File: config.mk
export PLATFORM = sky130hd
export DESIGN_NAME = gauss3x3_window_filter_flat
export DESIGN_NICKNAME = d
export VERILOG_FILES = /design/src/rtl/gauss3x3_window_filter_if.sv /design/src/rtl/gauss3x3_window_filter.sv /design/src/flat_wrapper.sv
export SDC_FILE = /design/constraint.sdc
export NUM_CORES = 1
export LEC_CHECK = 0
export ABC_AREA = 1
export CAP_MARGIN = 20
export CORE_UTILIZATION = 35
export CTS_BUF_LIST = sky130_fd_sc_hd__clkbuf_8
export CTS_CLUSTER_SIZE = 25
export DETAILED_ROUTE_END_ITERATION = 6
export PLACE_DENSITY = 0.55
export SETUP_SLACK_MARGIN = 0.2
export SYNTH_ARGS = -nofsm -noshare
export SYNTH_HDL_FRONTEND = slang
export SYNTH_SLANG_ARGS = --single-unit
File: constraint.sdc
create_clock -name clk -period 10.1 [get_ports clk]
set_input_delay 1.515 -clock clk [delete_from_list [all_inputs] [get_ports clk]]
set_output_delay 1.515 -clock clk [all_outputs]
set_load 0.005 [all_outputs]
File: src/rtl/gauss3x3_window_filter_if.sv
// Stream bundle for the 3x3 Gaussian window filter: 3-row column in, filtered pixel out.
// The DUT attaches through the slave modport; the source/sink side uses master.
interface gauss3x3_window_filter_if #(
    parameter int PIXEL_DATA_WIDTH = 16,
    parameter int LINES_NUM        = 3
);
    logic [LINES_NUM*PIXEL_DATA_WIDTH-1:0] s_multiline_pixel_data;
    logic                                  s_pixel_valid;
    logic [PIXEL_DATA_WIDTH-1:0]           m_pixel_data;
    logic                                  m_pixel_valid;
    logic                                  m_line_last;
    logic                                  m_frame_last;

    modport slave (
        input  s_multiline_pixel_data,
        input  s_pixel_valid,
        output m_pixel_data,
        output m_pixel_valid,
        output m_line_last,
        output m_frame_last
    );

    modport master (
        output s_multiline_pixel_data,
        output s_pixel_valid,
        input  m_pixel_data,
        input  m_pixel_valid,
        input  m_line_last,
        input  m_frame_last
    );
endinterface

File: src/rtl/gauss3x3_window_filter.sv
// 3x3 Gaussian blur ([1 2 1; 2 4 2; 1 2 1]/16) per RGB565 channel with horizontal edge replication.
// Define GAUSS_ROUND_EN for round-half-up results; otherwise results are truncated.
module gauss3x3_window_filter #(
    parameter int IMAGE_WIDTH      = 1920,
    parameter int IMAGE_HEIGHT     = 1080,
    parameter int PIXEL_DATA_WIDTH = 16,
    parameter int LINES_NUM        = 3
) (
    input  logic                    clk,
    input  logic                    rst,
    gauss3x3_window_filter_if.slave bus
);
    localparam int          PW     = PIXEL_DATA_WIDTH;
    localparam int          COL_W  = LINES_NUM * PW;
    localparam logic [10:0] LAST_X = 11'(IMAGE_WIDTH - 1);
    localparam logic [10:0] LAST_Y = 11'(IMAGE_HEIGHT - 1);

    typedef enum logic [1:0] {IDLE, FILL, RUN, FLUSH} state_t;

    function automatic logic [6:0] row_sum5(input logic [4:0] a, input logic [4:0] b,
                                            input logic [4:0] c);
        return 7'(a) + {1'b0, b, 1'b0} + 7'(c);
    endfunction

    function automatic logic [7:0] row_sum6(input logic [5:0] a, input logic [5:0] b,
                                            input logic [5:0] c);
        return 8'(a) + {1'b0, b, 1'b0} + 8'(c);
    endfunction

    function automatic logic [8:0] tot_rb(input logic [6:0] t, input logic [6:0] m,
                                          input logic [6:0] b);
        return 9'(t) + {1'b0, m, 1'b0} + 9'(b);
    endfunction

    function automatic logic [9:0] tot_g(input logic [7:0] t, input logic [7:0] m,
                                         input logic [7:0] b);
        return 10'(t) + {1'b0, m, 1'b0} + 10'(b);
    endfunction

    // Max sums (496 / 1008) plus the rounding offset still fit 5 / 6 bits after >>4.
    function automatic logic [4:0] scale_rb(input logic [8:0] s);
`ifdef GAUSS_ROUND_EN
        return 5'((10'(s) + 10'd8) >> 4);
`else
        return 5'(s >> 4);
`endif
    endfunction

    function automatic logic [5:0] scale_g(input logic [9:0] s);
`ifdef GAUSS_ROUND_EN
        return 6'((11'(s) + 11'd8) >> 4);
`else
        return 6'(s >> 4);
`endif
    endfunction

    state_t           state, state_nxt;
    logic [10:0]      hor_cnt, ver_cnt;
    logic [COL_W-1:0] c_cur, c_next;
    logic             accept, col_last;
    logic             load_first, shift;
    logic             win_vld, win_ll, win_fl;
    logic [COL_W-1:0] win_l, win_m, win_r;

    assign accept   = bus.s_pixel_valid;
    assign col_last = (hor_cnt == LAST_X);

    // Window is formed from the registered columns, so a load in the same cycle cannot disturb it.
    always_comb begin
        state_nxt  = state;
        load_first = 1'b0;
        shift      = 1'b0;
        win_vld    = 1'b0;
        win_ll     = 1'b0;
        win_fl     = 1'b0;
        win_l      = c_cur;
        win_m      = c_next;
        win_r      = bus.s_multiline_pixel_data;
        case (state)
            IDLE: begin
                if (accept) begin
                    load_first = 1'b1;
                    state_nxt  = FILL;
                end
            end
            FILL, RUN: begin
                if (accept) begin
                    win_vld   = 1'b1;
                    shift     = 1'b1;
                    state_nxt = col_last ? FLUSH : RUN;
                end
            end
            FLUSH: begin
                win_vld = 1'b1;
                win_r   = c_next;
                win_ll  = 1'b1;
                // ver_cnt has already wrapped to 0 once the final line's last column was taken.
                win_fl  = (ver_cnt == 11'd0);
                if (accept) begin
                    load_first = 1'b1;
                    state_nxt  = FILL;
                end else begin
                    state_nxt  = IDLE;
                end
            end
            default: state_nxt = IDLE;
        endcase
    end

    always_ff @(posedge clk) begin
        if (rst) begin
            state   <= IDLE;
            hor_cnt <= 11'd0;
            ver_cnt <= 11'd0;
        end else begin
            state <= state_nxt;
            if (accept) begin
                if (col_last) begin
                    hor_cnt <= 11'd0;
                    ver_cnt <= (ver_cnt == LAST_Y) ? 11'd0 : ver_cnt + 11'd1;
                end else begin
                    hor_cnt <= hor_cnt + 11'd1;
                end
            end
        end
    end

    always_ff @(posedge clk) begin
        if (load_first) begin
            c_cur  <= bus.s_multiline_pixel_data;
            c_next <= bus.s_multiline_pixel_data;
        end else if (shift) begin
            c_cur  <= c_next;
            c_next <= bus.s_multiline_pixel_data;
        end
    end

    // Stage p0: register the nine taps
    logic             vld_p0, ll_p0, fl_p0;
    logic [COL_W-1:0] win_l_p0, win_m_p0, win_r_p0;

    always_ff @(posedge clk) begin
        if (rst) begin
            vld_p0 <= 1'b0;
            ll_p0  <= 1'b0;
            fl_p0  <= 1'b0;
        end else begin
            vld_p0 <= win_vld;
            ll_p0  <= win_ll;
            fl_p0  <= win_fl;
        end
        if (win_vld) begin
            win_l_p0 <= win_l;
            win_m_p0 <= win_m;
            win_r_p0 <= win_r;
        end
    end

    // Stage p1: horizontal [1 2 1] sum of each row, per channel
    logic       vld_p1, ll_p1, fl_p1;
    logic [6:0] r_row_p1 [LINES_NUM];
    logic [7:0] g_row_p1 [LINES_NUM];
    logic [6:0] b_row_p1 [LINES_NUM];

    always_ff @(posedge clk) begin
        if (rst) begin
            vld_p1 <= 1'b0;
            ll_p1  <= 1'b0;
            fl_p1  <= 1'b0;
        end else begin
            vld_p1 <= vld_p0;
            ll_p1  <= ll_p0;
            fl_p1  <= fl_p0;
        end
        for (int r = 0; r < LINES_NUM; r++) begin
            r_row_p1[r] <= row_sum5(win_l_p0[r*PW+11 +: 5], win_m_p0[r*PW+11 +: 5],
                                    win_r_p0[r*PW+11 +: 5]);
            g_row_p1[r] <= row_sum6(win_l_p0[r*PW+5 +: 6], win_m_p0[r*PW+5 +: 6],
                                    win_r_p0[r*PW+5 +: 6]);
            b_row_p1[r] <= row_sum5(win_l_p0[r*PW +: 5], win_m_p0[r*PW +: 5],
                                    win_r_p0[r*PW +: 5]);
        end
    end

    // Stage p2: vertical [1 2 1] combine and scale by 1/16
    logic          vld_p2, ll_p2, fl_p2;
    logic [PW-1:0] pix_p2;

    always_ff @(posedge clk) begin
        if (rst) begin
            vld_p2 <= 1'b0;
            ll_p2  <= 1'b0;
            fl_p2  <= 1'b0;
            pix_p2 <= '0;
        end else begin
            vld_p2 <= vld_p1;
            ll_p2  <= ll_p1;
            fl_p2  <= fl_p1;
            if (vld_p1) begin
                pix_p2 <= {scale_rb(tot_rb(r_row_p1[0], r_row_p1[1], r_row_p1[2])),
                           scale_g(tot_g(g_row_p1[0], g_row_p1[1], g_row_p1[2])),
                           scale_rb(tot_rb(b_row_p1[0], b_row_p1[1], b_row_p1[2]))};
            end
        end
    end

    assign bus.m_pixel_data  = pix_p2;
    assign bus.m_pixel_valid = vld_p2;
    assign bus.m_line_last   = ll_p2;
    assign bus.m_frame_last  = fl_p2;
endmodule

File: src/flat_wrapper.sv
// flat-port wrapper written by rule: the top's interface ports become plain ports
module gauss3x3_window_filter_flat 
#(
    parameter int IMAGE_WIDTH      = 1920,
    parameter int IMAGE_HEIGHT     = 1080,
    parameter int PIXEL_DATA_WIDTH = 16,
    parameter int LINES_NUM        = 3
)
  (clk, rst, bus_s_multiline_pixel_data, bus_s_pixel_valid, bus_m_pixel_data, bus_m_pixel_valid, bus_m_line_last, bus_m_frame_last);
  gauss3x3_window_filter_if #(.PIXEL_DATA_WIDTH(PIXEL_DATA_WIDTH), .LINES_NUM(LINES_NUM)) bus_i ();
  input  logic clk;
  input  logic rst;
  input wire logic [$bits(bus_i.s_multiline_pixel_data)-1:0] bus_s_multiline_pixel_data;
  input wire logic [$bits(bus_i.s_pixel_valid)-1:0] bus_s_pixel_valid;
  output wire logic [$bits(bus_i.m_pixel_data)-1:0] bus_m_pixel_data;
  output wire logic [$bits(bus_i.m_pixel_valid)-1:0] bus_m_pixel_valid;
  output wire logic [$bits(bus_i.m_line_last)-1:0] bus_m_line_last;
  output wire logic [$bits(bus_i.m_frame_last)-1:0] bus_m_frame_last;
  assign bus_i.s_multiline_pixel_data = bus_s_multiline_pixel_data;
  assign bus_i.s_pixel_valid = bus_s_pixel_valid;
  assign bus_m_pixel_data = bus_i.m_pixel_data;
  assign bus_m_pixel_valid = bus_i.m_pixel_valid;
  assign bus_m_line_last = bus_i.m_line_last;
  assign bus_m_frame_last = bus_i.m_frame_last;
  gauss3x3_window_filter #(.IMAGE_WIDTH(IMAGE_WIDTH), .IMAGE_HEIGHT(IMAGE_HEIGHT), .PIXEL_DATA_WIDTH(PIXEL_DATA_WIDTH), .LINES_NUM(LINES_NUM)) u_core (.clk(clk), .rst(rst), .bus(bus_i));
endmodule
==> results.py, run 1 <==
metrics = {
    "outcome": {
        "status": "complete, no violations",
    },
    "floorplanning": {
        "start_util_pct": 35.6,
        "core-area_um2": 44300,
        "die_w_um": 214,
        "io_pins": 70,
        "std_cell_rows": 77,
        "die-area_um2": 45900,
        "fp.dieH_um": 214,
    },
    "worst_setup_path": {
        "arrival_ns": 4.11,
        "critPathKind": "input port to register",
        "reg2reg_from": "u_core.state[0]",
        "critPathRequiredTime_ns": 10.35,
        "crit_end": "u_core.win_r_p0[7]",
        "r2r-end": "u_core.win_r_p0[7]",
        "cp_cell_sequence": "buf_4 -> nand2_1 -> a21oi_4 -> buf_4 -> buf_4",
        "startpoint": "bus_s_pixel_valid",
        "critPathMaxFanout": 78,
        "cp_common_cell": "buf_4",
        "end_kind": "register",
        "rrSetupSlack_ns": 7.02,
        "cp_slowest_cell": "buf_4",
        "cpPeakStageDelay_ns": 0.89,
        "r2r_cells": 6,
        "worst_setup_path_start_kind": "input port",
    },
    "routing": {
        "drtPass1Iterations": 7,
        "drt-total-wl_um": 27700,
        "ant_nets": 0,
        "vias": 9147,
        "drc": 0,
        "routedWlPerCell_um": 13.1,
        "drt_iter0_drc": 449,
        "vias_per_cell": 4.33,
    },
    "place": {
        "place_area_um2": 17100,
        "gp_congestion": 0.814,
        "dp_hpwl_um": 18600,
        "portBuffers": 69,
    },
    "synthesis": {
        "async_flop_share_pct": 0,
        "ys_types": 36,
        "netlist_top_cells_count": "nand2_1, edfxtp_1, inv_1, dfxtp_1, o21ai_0",
        "syn-num-nets": 1563,
        "ys_seq_elements": 355,
        "synth_flop_cell": "edfxtp_1",
        "synth_top_cell_by_area": "edfxtp_1",
        "avgSynthCellArea_um2": 11.6,
        "synth-seq-area-share_pct": 60.3,
        "synthesis.area_um2": 15800,
        "yosysMostFrequentCell": "nand2_1",
        "synth_edf_count": 240,
        "synth.top_cell.area_share_pct": 45.7,
        "ys_warn_count": 0,
        "synthTopCellsByArea": "edfxtp_1, dfxtp_1, fa_1",
        "netlist_instances": 1363,
    },
    "sta": {
        "slew_headroom_pct": 30.3,
        "final_hold_viol_count": 0,
        "clock_skew_ns": 0.0157,
        "slew_violations": 0,
        "period_needed_ns": 3.86,
        "fmax_ghz": 0.259,
        "rsz0062_at_grt": "false",
        "tightest_slew_ns": 1.04,
        "setup_viol": 0,
        "fin_tns_setup_ns": 0,
        "finalCritPeriodShare_pct": 38.2,
    },
    "clocking": {
        "clkSinkCount": 355,
        "insertion_delay_ns": 0.64,
        "cts_hold_buf": 0,
        "cts_resized": 0,
        "cts_setup_buffers": 0,
        "cts_root_buf": "clkbuf_8",
        "cts_buffers": 59,
        "cts_tree": "done",
        "h-tree-depth": 2,
        "clockBufferDepth": 3,
        "path_clk_slew_ns": 0.06,
    },
    "global_route": {
        "gr-total-overflow": 0,
        "grt_pass1_wl_um": 46400,
        "grt_max_degree": 98,
        "first_global_vias": 9321,
        "antenna_found_initial": 1,
        "grt_util_all_layers_pct": 12.6,
    },
    "power": {
        "p_sw_mw": 1.39,
        "p_seq_share_pct": 43.7,
        "power_leakage_nw": 7.48,
        "p_int_mw": 2.90,
        "vdd_drop_max_mv": 0.108,
        "p_clk_share_pct": 28.1,
        "pwr-share-comb_pct": 28.2,
        "power_density_nw_per_um2": 235,
        "swShare_pct": 32.3,
    },
    "min_path": {
        "hp-class": "register to register",
    },
    "layout": {
        "area_delta_synth_final_pct": 15.7,
        "fin_util_pct": 41.2,
        "final_layout_size_suffix_gt1_share_pct": 6.32,
        "layout.nets": 1668,
        "final_cell_area_um2": 18200,
    },
    "run": {
        "cap_viol_max_count": 0,
    },
}
[flip-flops by register name (all words and copies together), names as in the netlist, 2 cells and up]
signal / flops
u_core.g_row_p1: 24
u_core.r_row_p1: 21
u_core.c_next: 48
u_core.win_l_p0: 48
u_core.b_row_p1: 21
u_core.hor_cnt: 11
u_core.bus.m_pixel_data: 16
u_core.win_m_p0: 48
u_core.win_r_p0: 48
u_core.state: 2
u_core.ver_cnt: 11
u_core.c_cur: 48
[cells by family after synthesis]
family | Yosys count | synth area share, %
DFF | 355 | 60.3
xor gates and xnor gates | 33 | 1.83
buffers and inverters | 235 | 5.94
AOI/OAI and AO/OA | 193 | 6.41
and+or+nand+nor | 398 | 10.5
adders and majority gates | 149 | 15.0
[worst max-delay path, delay by kind of cell]
kind            cells  cell delay [ns]
compound gates      1             0.15
simple gates        1             0.22
buf+inv             3             2.10
[cells in the final DEF (no fill, tap or decap), types with 2 or more instances in the layout]
master and count:
nand2_1 243, edfxtp_1 240, inv_1 234, dfxtp_1 115, o21ai_0 85, ha_1 81
nor2_1 72, clkbuf_8 68, clkdlybuf4s50_1 68, fa_1 67, nand3_1 53, a21oi_1 49
o21ai_1 40, xor2_1 26, nand4_1 11, o21bai_1 9, xnor2_1 7, buf_4 7
nor3_1 6, a21o_1 5, clkinv_1 5, clkinv_2 3, nand2_2 2, nor2_2 2
nand2_4 2, a211oi_1 2, inv_6 2
[how the worst min path moves through the flow]
stage	from	end	slack, ns	depth (start not counted)
after CTS	u_core.ll_p0	u_core.ll_p1	0.40	2
after detailed placement	u_core.ll_p0	u_core.ll_p1	0.39	2
final	u_core.ll_p1	u_core.bus.m_line_last	0.40	2
after global routing	u_core.ll_p0	u_core.ll_p1	0.41	2
after global placement	u_core.fl_p0	u_core.fl_p1	0.39	2
after floorplan	u_core.fl_p1	u_core.bus.m_frame_last	0.39	2
[metrics by stage]
step	power [mW]	worst slack [ns]	hold slack [ns]	cells
after global placement	3.10	5.55	0.393	1999
after detailed placement	3.12	5.51	0.392	1999
after floorplan	2.86	0.712	0.388	1363
final	4.28	6.24	0.399	2112
after CTS	4.35	6.23	0.399	2111
after global routing	4.65	6.04	0.411	2112
[routing by layer]
| metal | track usage (%) | wire length [um] | up-vias |
|---|---|---|---|
| li1 | - | - | 4749 |
| met1 | 16.8 | 13500 | 4206 |
| met2 | 20.0 | 12500 | 147 |
| met3 | 2.55 | 1080 | 45 |
| met4 | 5.05 | 610 | 0 |
| met5 | 0 | 0 | - |
[power groups by stage]
stage	Clock [mW]	Combinational, mW	Sequential, mW
after floorplan	0	0.970	1.89
after global placement	0	1.20	1.90
after detailed placement	0	1.21	1.90
after CTS	1.25	1.22	1.88
after global routing	1.32	1.44	1.90
final	1.20	1.21	1.87
[cell type report]
type                    instances  area, um^2
flip-flops and latches        355        9510
repair buffers                 75         733
diodes                          1        2.50
multi-input cells             773        5340
clock inverters                44         213
inverters                     204         768
clock buffers                  68         936
fillers                      4219       26100
well taps                     592         741
No activity file was read; power rests on OpenSTA's default activity.
==> run 2, diff against run 1 <==
- PLACE_DENSITY: 0.55 -> 0.57
- clock period: 10.1 -> 3.2 ns (I/O delays scaled with it)
==> run 2 against run 1 <==
Net effect: clock skew up 0.016 ns; design area up 0.85%; critical path depth grew 6; critical path type is now register to register.
==> results.py, run 2 (synthesis results as in run 1) <==
metrics = {
    "clocking": {
        "h-tree-depth": 2,
        "cts_buffers": 60,
        "cts_hold_buf": 0,
        "clockBufferDepth": 3,
        "clkSinkCount": 355,
        "path_clk_slew_ns": 0.06,
        "cts_resized": 0,
        "cts_tree": "done",
        "cts_setup_buffers": 0,
        "cts_root_buf": "clkbuf_8",
        "insertion_delay_ns": 0.65,
    },
    "place": {
        "place_ws_ns": 0.942,
        "portBuffers": 69,
        "gp_congestion": 0.823,
        "place_area_um2": 17200,
        "dp.cells": 2002,
        "dp_hpwl_um": 19000,
    },
    "worst_setup_path": {
        "reg2reg_from": "u_core.g_row_p1[0][3]",
        "critPathRequiredTime_ns": 3.72,
        "arrival_ns": 2.77,
        "worst_setup_path_start_kind": "register",
        "critPathMaxFanout": 4,
        "startpoint": "u_core.g_row_p1[0][3]",
        "end_kind": "register",
        "critPathKind": "register to register",
        "r2r_cells": 11,
    },
    "layout": {
        "final-seq-area_um2": 9510,
        "final_cells": 2118,
        "fillCellCount": 4235,
        "final_common_cell": "nand2_1",
        "final_cell_area_um2": 18400,
        "area_delta_synth_final_pct": 16.7,
        "final_layout_size_suffix_gt1_share_pct": 7.68,
        "multiInputGateArea_um2": 5360,
        "mostFrequentLayoutCells": "nand2_1, edfxtp_1, inv_1",
        "fin_util_pct": 41.5,
        "layout.nets": 1672,
    },
    "routing": {
        "drc": 0,
        "drtPass1Iterations": 6,
        "vias": 9318,
        "vias_per_cell": 4.40,
        "ant_nets": 0,
        "drt_iter0_drc": 495,
        "drt-total-wl_um": 28600,
        "routedWlPerCell_um": 13.5,
    },
    "sta": {
        "fmax_ghz": 0.444,
        "final_hold_viol_count": 0,
        "tightest_slew_ns": 0.686,
        "period_needed_ns": 2.25,
        "clock_skew_ns": 0.0315,
        "slew_violations": 0,
        "slew_headroom_pct": 54.2,
        "rsz0062_at_grt": "false",
        "finalCritPeriodShare_pct": 70.4,
        "setup_viol": 0,
        "worst_slack_ns": 0.949,
    },
    "floorplanning": {
        "start_util_pct": 35.6,
        "die-area_um2": 45900,
        "die_w_um": 214,
        "core-area_um2": 44300,
        "io_pins": 70,
        "std_cell_rows": 77,
        "fp.dieH_um": 214,
    },
    "power": {
        "finalPower_mw": 13.8,
        "power_density_nw_per_um2": 748,
        "power_leakage_nw": 7.53,
        "vdd_drop_max_mv": 0.309,
    },
    "min_path": {
        "hold_depth": 1,
        "hp-class": "input port to register",
        "worstHoldStart": "bus_s_pixel_valid",
    },
    "global_route": {
        "grt_util_all_layers_pct": 12.9,
        "antenna_found_initial": 2,
        "grt_max_degree": 98,
        "grt_pass1_wl_um": 47400,
        "first_global_vias": 9345,
        "gr-total-overflow": 0,
    },
    "run": {
        "cap_viol_max_count": 0,
    },
    "outcome": {
        "status": "complete, no violations",
    },
}
[run 2: cell types whose count changed in the layout (fill, tap and decap cells not counted), sizes merged]
cell    previous run  this run
buf                7        10
inv              239       229
diode              1         2
clkbuf            68        71
clkinv             8        17
[run 2: worst paths after layout]
path / slack [ns] / end
setup reg to reg: 0.95 / u_core.bus.m_pixel_data[6]
hold reg to reg: 0.40 / u_core.bus.m_frame_last
hold / removal: 0.29 / u_core.c_cur[33]
setup / recovery: 0.95 / u_core.bus.m_pixel_data[6]
[run 2: where the power goes]
group | leakage (nW) | internal (mW) | switching, mW
Combinational | 3.60 | 1.57 | 2.33
Clock | 0.717 | 2.11 | 1.84
Sequential | 3.21 | 5.60 | 0.313
[run 2: routing by layer]
| metal | routed length, um | track usage, % |
|---|---|---|
| met1 | 13500 | 16.9 |
| met2 | 13100 | 20.6 |
| met3 | 1280 | 2.91 |
| met4 | 676 | 5.52 |
| met5 | 0 | 0 |
[run 2: final cells by class]
class                           instances  share of cell area (%)
Sequential cell                       355                    51.7
Multi-Input combinational cell        773                    29.1
Clock buffer                           71                    5.31
Timing Repair Buffer                   78                    4.38
Inverter                              204                    4.18
Tap cell                              592                    4.03
Clock inverter                         43                    1.24
Antenna cell                            2                  0.0272
[run 2: critical path, cell delays in order (launching register included)]
cell and delay (ns):
dfxtp_1 0.31, inv_1 0.05, fa_1 0.52, inv_1 0.04
ha_1 0.30, nand2_1 0.06, o21ai_0 0.43, nand2_1 0.16
nand3_1 0.10, nand2_1 0.05, nor2_1 0.09, nor2_1 0.04
[run 2: per-stage QoR]
step,hold slack (ns),setup TNS (ns)
5_1_grt,0.242,0
3_5_place_dp,0.395,0
3_3_place_gp,0.393,0
6_report,0.286,0
4_1_cts,0.221,0
2_1_floorplan,0.388,-46.39
